`src/rtl/up_counter.sv`:
```
// -----------------------------------------------------------------------------
// up_counter
//
// Modulo-MODULUS synchronous up counter with count enable, synchronous clear,
// clamped parallel load and a sticky overflow flag. It counts 0..MODULUS-1.
// It is the ascending counterpart of the 3-bit down counter.
//
// Parameters
//   WIDTH    counter width in bits (default 3)
//   MODULUS  count range 0..MODULUS-1, legal 2 <= MODULUS <= 2**WIDTH (default 8)
//
// Build option
//   UP_COUNTER_SATURATE_EN  when defined, the counter holds at MODULUS-1
//                           instead of wrapping to 0. The default build wraps.
//
// Ports
//   clk       in   1      sole clock, rising edge
//   rst       in   1      asynchronous reset, active low
//   clr       in   1      synchronous clear of count and ovf (highest priority)
//   load      in   1      synchronous load of load_val (clamped to MODULUS-1)
//   load_val  in   WIDTH  value taken on load
//   en        in   1      count enable
//   count     out  WIDTH  registered count value
//   tc        out  1      terminal count, combinational: en & (count == MODULUS-1)
//   ovf       out  1      registered sticky overflow flag
// -----------------------------------------------------------------------------
module up_counter #(
  parameter int WIDTH   = 3,
  parameter int MODULUS = 8
) (
  input  logic             clk,
  input  logic             rst,
  input  logic             clr,
  input  logic             load,
  input  logic [WIDTH-1:0] load_val,
  input  logic             en,
  output logic [WIDTH-1:0] count,
  output logic             tc,
  output logic             ovf
);

  // Reject parameter sets that cannot be represented at elaboration time.
  generate
    if ((WIDTH < 1) || (MODULUS < 2) ||
        (longint'(MODULUS) > (longint'(1) << WIDTH))) begin : g_param_check
      $error("up_counter: MODULUS must satisfy 2 <= MODULUS <= 2**WIDTH");
    end
  endgenerate

  localparam logic [WIDTH-1:0] MAX_VAL = WIDTH'(MODULUS - 1);

  logic [WIDTH-1:0] count_reg;
  logic [WIDTH-1:0] count_next;
  logic             ovf_reg;
  logic             ovf_next;
  logic             at_max;
  logic [WIDTH-1:0] load_clamped;

  assign at_max = (count_reg == MAX_VAL);

  // Out-of-range load values land on the terminal value so that count can
  // never leave 0..MODULUS-1.
  assign load_clamped = (load_val > MAX_VAL) ? MAX_VAL : load_val;

  // One action per edge: clr, then load, then en, otherwise hold.
  always_comb begin
    count_next = count_reg;
    ovf_next   = ovf_reg;
    if (clr) begin
      count_next = '0;
      ovf_next   = 1'b0;
    end else if (load) begin
      // Load never touches ovf, even when it coincides with en at the terminal value.
      count_next = load_clamped;
    end else if (en) begin
      if (at_max) begin
`ifdef UP_COUNTER_SATURATE_EN
        count_next = MAX_VAL;
`else
        count_next = '0;
`endif
        ovf_next   = 1'b1;
      end else begin
        count_next = count_reg + 1'b1;
      end
    end
  end

  always_ff @(posedge clk or negedge rst) begin
    if (!rst) begin
      count_reg <= '0;
      ovf_reg   <= 1'b0;
    end else begin
      count_reg <= count_next;
      ovf_reg   <= ovf_next;
    end
  end

  assign count = count_reg;
  assign ovf   = ovf_reg;

  // Combinational so a downstream stage can use it as a cascade enable in
  // the same cycle.
  assign tc    = en & at_max;

endmodule

```
`config.mk`:
```
export PLATFORM = sky130hd
export DESIGN_NAME = up_counter
export DESIGN_NICKNAME = d
export VERILOG_FILES = /design/src/rtl/up_counter.sv
export SDC_FILE = /design/constraint.sdc
export NUM_CORES = 1
export LEC_CHECK = 0
export CAP_MARGIN = 20
export CORE_AREA = 2 2 39 41
export CTS_CLUSTER_SIZE = 16
export DETAILED_ROUTE_END_ITERATION = 12
export DIE_AREA = 0 0 41 43
export SLEW_MARGIN = 20
export SYNTH_ARGS = -nofsm -noshare
export SYNTH_HDL_FRONTEND = slang
export SYNTH_SLANG_ARGS = --single-unit
export TNS_END_PERCENT = 20
```
`constraint.sdc`:
```
create_clock -name clk -period 1.9 [get_ports clk]
set_clock_uncertainty 0.15 [all_clocks]
set_input_delay 0.38 -clock clk [delete_from_list [all_inputs] [get_ports clk]]
set_output_delay 0.38 -clock clk [all_outputs]
set_load 0.02 [all_outputs]
```
# Word-level counts from Yosys, hierarchy flattened
# Index checks and enable logic that the tools add are counted.
[word_totals]
regBits = 4
inputBits = 8
output_inout_bits = 5
elab_cells = 20
[classes]
addsub = 1
n_lt_le_gt_ge = 1
eq_ne = 2
n_mux = 9
bitwise_logic = 1
n_reduce_logical = 4
[ops]
columns = ["op", "n"]
rows = [
  ["3-bit two-way mux", 5],
  ["1-bit two-way mux", 4],
  ["2-bit nonzero test", 2],
  ["3-bit by 1-bit adder with 3-bit output, second input constant", 1],
  ["3-bit equality test, second input constant", 1],
  ["3-bit > comparator, second input constant", 1],
  ["3-bit AND reduction", 1],
  ["3-bit nonzero test", 1],
  ["2-bit inequality test, second input constant", 1],
  ["1-bit bitwise AND", 1],
]

# Depth between registers and ports, before layout
[depth]
depth_word = 5
ltp_mapped = 4
ltp_nobuf = 4

# Least setup slack after synthesis
# No wires, ideal clock.
[synth_timing]
path_kind = "reg-to-reg"
from = "register count_reg[0], in the netlist count[0]"
to = "register count_reg[0], in the netlist count[0]"
setup_time_ns = 0.096
arrival_ns = 1.464
required_ns = 1.654
slack_ns = 0.190
path_stages_with_launch = 5
n_path_buf = 0
period_less_slack_ns = 1.710
path_cell_list = "dfrtp_1 -> ha_1 -> ha_1 -> or3b_1 -> a311oi_2"
[synth_via]
elab_chain_len = 5
elab_cells_between_ends = 6
cone_classes = "add/sub: 1; eq/ne: 1; mux: 4"
[synth_lines]
columns = ["item", "line", "rtl"]
rows = [
  ["from (decl)", "52", "logic [WIDTH-1:0] count_reg;"],
  ["from (signal assigned)", "94", "count_reg <= count_next;"],
  ["3-bit by 1-bit adder with 3-bit output / 3-bit equality test (equally long branches)", "84, 59", ""],
  ["3-bit two-way mux *", "76", "if (at_max) begin"],
  ["3-bit two-way mux *", "75", "end else if (en) begin"],
  ["3-bit two-way mux *", "72", "end else if (load) begin"],
  ["3-bit two-way mux *", "69", "if (clr) begin"],
]
# Mark *: on every way between the ends. The rest lies on a longest branch, timed or not. The select of a mux whose other input is x is not followed.
# A chain may end at the register's enable or synchronous reset.

# Worst setup path after layout
[layout_timing]
from = "register count_reg[0], in the netlist count[0]"
to = "output tc"
[layout_via]
elab_chain_len = 2
[layout_lines]
columns = ["item", "line", "rtl"]
rows = [
  ["3-bit equality test", "59", "assign at_max = (count_reg == MAX_VAL);"],
  ["1-bit bitwise AND", "104", "assign tc = en & at_max;"],
  ["to (decl)", "38", "output logic tc,"],
]
# Every way passes these cells.

==> metrics.txt <==
min-delay worst type=input pin to async pin; leading area contributor after synthesis=dfrtp_1; Final Slew Violations=0; Worst Tran Pin Value=216 ps; global route overflow=0; non-filler cells, final=56; DR vias=approximately 230; count leader, synth=dfrtp_1; worst reg2reg startpoint=count[0]; DPL Wire Length=497 um; asr flop ratio synth=100%; outcome=finished, final reports clean; worst r2r dst=count[0]; initial antenna violation count=0; CTS root buf=clkbuf_4; initial drt markers=4; switch share=24.3%; most numerous cell on the critical path=ha_1; core area=1380 sq um; Die X=41 um; prevailing post-synth register cell=dfrtp_1; drt drc=0; Clock transition at path regs=roughly 40 ps; number of global-route vias before repair=250; Worst Reg-to-Reg Cells=5; Global Route Usage Sum=8.75%; die height=roughly 43 um; CP top delay family=adder cells; FF-to-FF setup slack=110 ps; CTS buffer count=3; Cell Area, Synth=235 sq um; design area=between 400 and 500 sq um; CP Data Arrival Time=1300 ps; Hold Vio Cnt, Final=0; crit path cell chain=ha_1 > ha_1 > and2_1 > buf_2; register area share after synthesis=~43%; hold buffer count at cts=0; required time worst endpoint=between 1000 and 1500 ps; number of flip-flops in the largest register=3; crit path max-delay cell type=dfrtp_1; I/O Buffers=12; starting density of the core=17.0%; pwr dens=622 nW/um^2; Tcrit/Tclk final=96.1%; FF/Latch Area=around 100 sq um; cells after synthesis=21; largest net degree at the start of global routing=6; RePlAce Congestion=0.699; layout cells sized above 1=22.5%; nets@finish=52; Skew-Pair Late Insertion Delay=about 230 ps; WL/cell=10.3 um; Final Util=between 30% and 40%; Comb power frac=between 20 and 25%; LEAKAGE=0.193 nW; vias per cell=4.05; fin crit period=approximately 1800 ps; Area Growth Syn to Fin=79.8%; routed wire length=approximately 580 um; number of synthesized flops with an enable pin=0; Worst Setup Start Kind=flop; Flop pwr share=35.7%; yosys warns=0; WP buf/inv=1; Max Cap Viol=0; first-pass GRT wire length=945 um; setup tns final=0 ps; top cells by area, synth=dfrtp_1 43%, ha_1 11%, mux2i_1 8.5%; die area=1760 sq um; Yosys top cell area share=42.6%; FILL cells=approximately 160; Clk pwr share=39.9%; postcts setup bufs=0; row count=14; Int Power=199 uW; synth unique cells=12; I/O pin cnt=13; Final Power=between 200 and 300 uW; DP Area=405 sq um; mean area per synthesized cell=~11 sq um; n_diodes=0; largest fanout on the critical path=2; Synth top cells by count=4 x dfrtp_1, 3 x nor2b_1; DRT antenna net count=0; CTS tree=done; TritonRoute pass-1 iters=2; H-tree Lvls=1; final setup fails=0; Bufs on Longest Clock Path=2; Rel. slew slack=85.6%; Max VDD drop=approximately 150 uV; Mapped Nets=31; sw power=63.9 uW; dpl cells=53; slowest stage delay, CP=about 380 ps; #FFs+latches synth=4; RSZ-0062 raised after global routing=false; FMAX=0.548 GHz; clock sink total=4; Multi-input gate area=128 sq um; Worst Setup Path Type=flop to primary output; critical path endpoint category=primary output
[cells in the final DEF, fill, tap and decap left out]
master,count
a211oi_1,2
a21oi_1,1
a311oi_2,1
and2_1,1
buf_2,1
buf_4,4
clkbuf_4,3
clkdlybuf4s50_1,11
dfrtp_1,4
ha_1,2
inv_1,2
mux2i_1,2
nand2b_1,1
nand3b_1,1
nor2b_1,3
or3b_1,1
[per-stage QoR]
stage	worst slack (ps)	hold slack [ps]
2_1_floorplan	190	-65.6
3_3_place_gp	-180	357
3_5_place_dp	-186	375
4_1_cts	55.9	200
5_1_grt	14.5	210
6_report	74.4	203
[area by class of cell]
cell class	count	area share [%]
well taps	16	4.73
clock buffers	3	5.33
repair buffers	16	34.3
inverters	2	1.78
multi-input cells	15	30.2
flip-flops and latches	4	23.7
[power groups by stage]
stage	Combinational (mW)	Clock [mW]	Sequential, mW
finish	0.0641	0.105	0.0941
floorplan	0.0173	0	0.102
global route	0.0705	0.120	0.0945
CTS	0.0653	0.113	0.0942
detailed placement	0.0650	0	0.0953
global placement	0.0639	0	0.0952
[layer usage]
layer	global-route usage, %	part of all wire [%]
met1	9.39	41
met2	11.6	51
met3	3.14	7.8
met4	10.0	0
met5	0	0
[how the worst max path moves through the flow]
stage,start,endpoint,slack (ps),cells past startpoint
after floorplan,count[0],count[0],190,4
after global placement,en,tc,-180,3
after detailed placement,en,tc,-190,3
after CTS,count[0],tc,60,4
after global routing,count[0],tc,10,4
final,count[0],tc,70,4
[timing repair]
action | 4_1_cts | 5_1_grt
endpoints found under the hold margin | 0 | 0
gates resized for setup | 4 | 0
endpoints found under the setup margin | 1 | 0
[logic make-up after synthesis]
kind of cell    synth area share [%]
mux                             8.51
buf+inv                         3.19
simple gates                    20.2
compound gates                  14.9
fa+ha+maj                       10.6
flops                           42.6
Note: power is estimated with default switching activity, not from simulation.
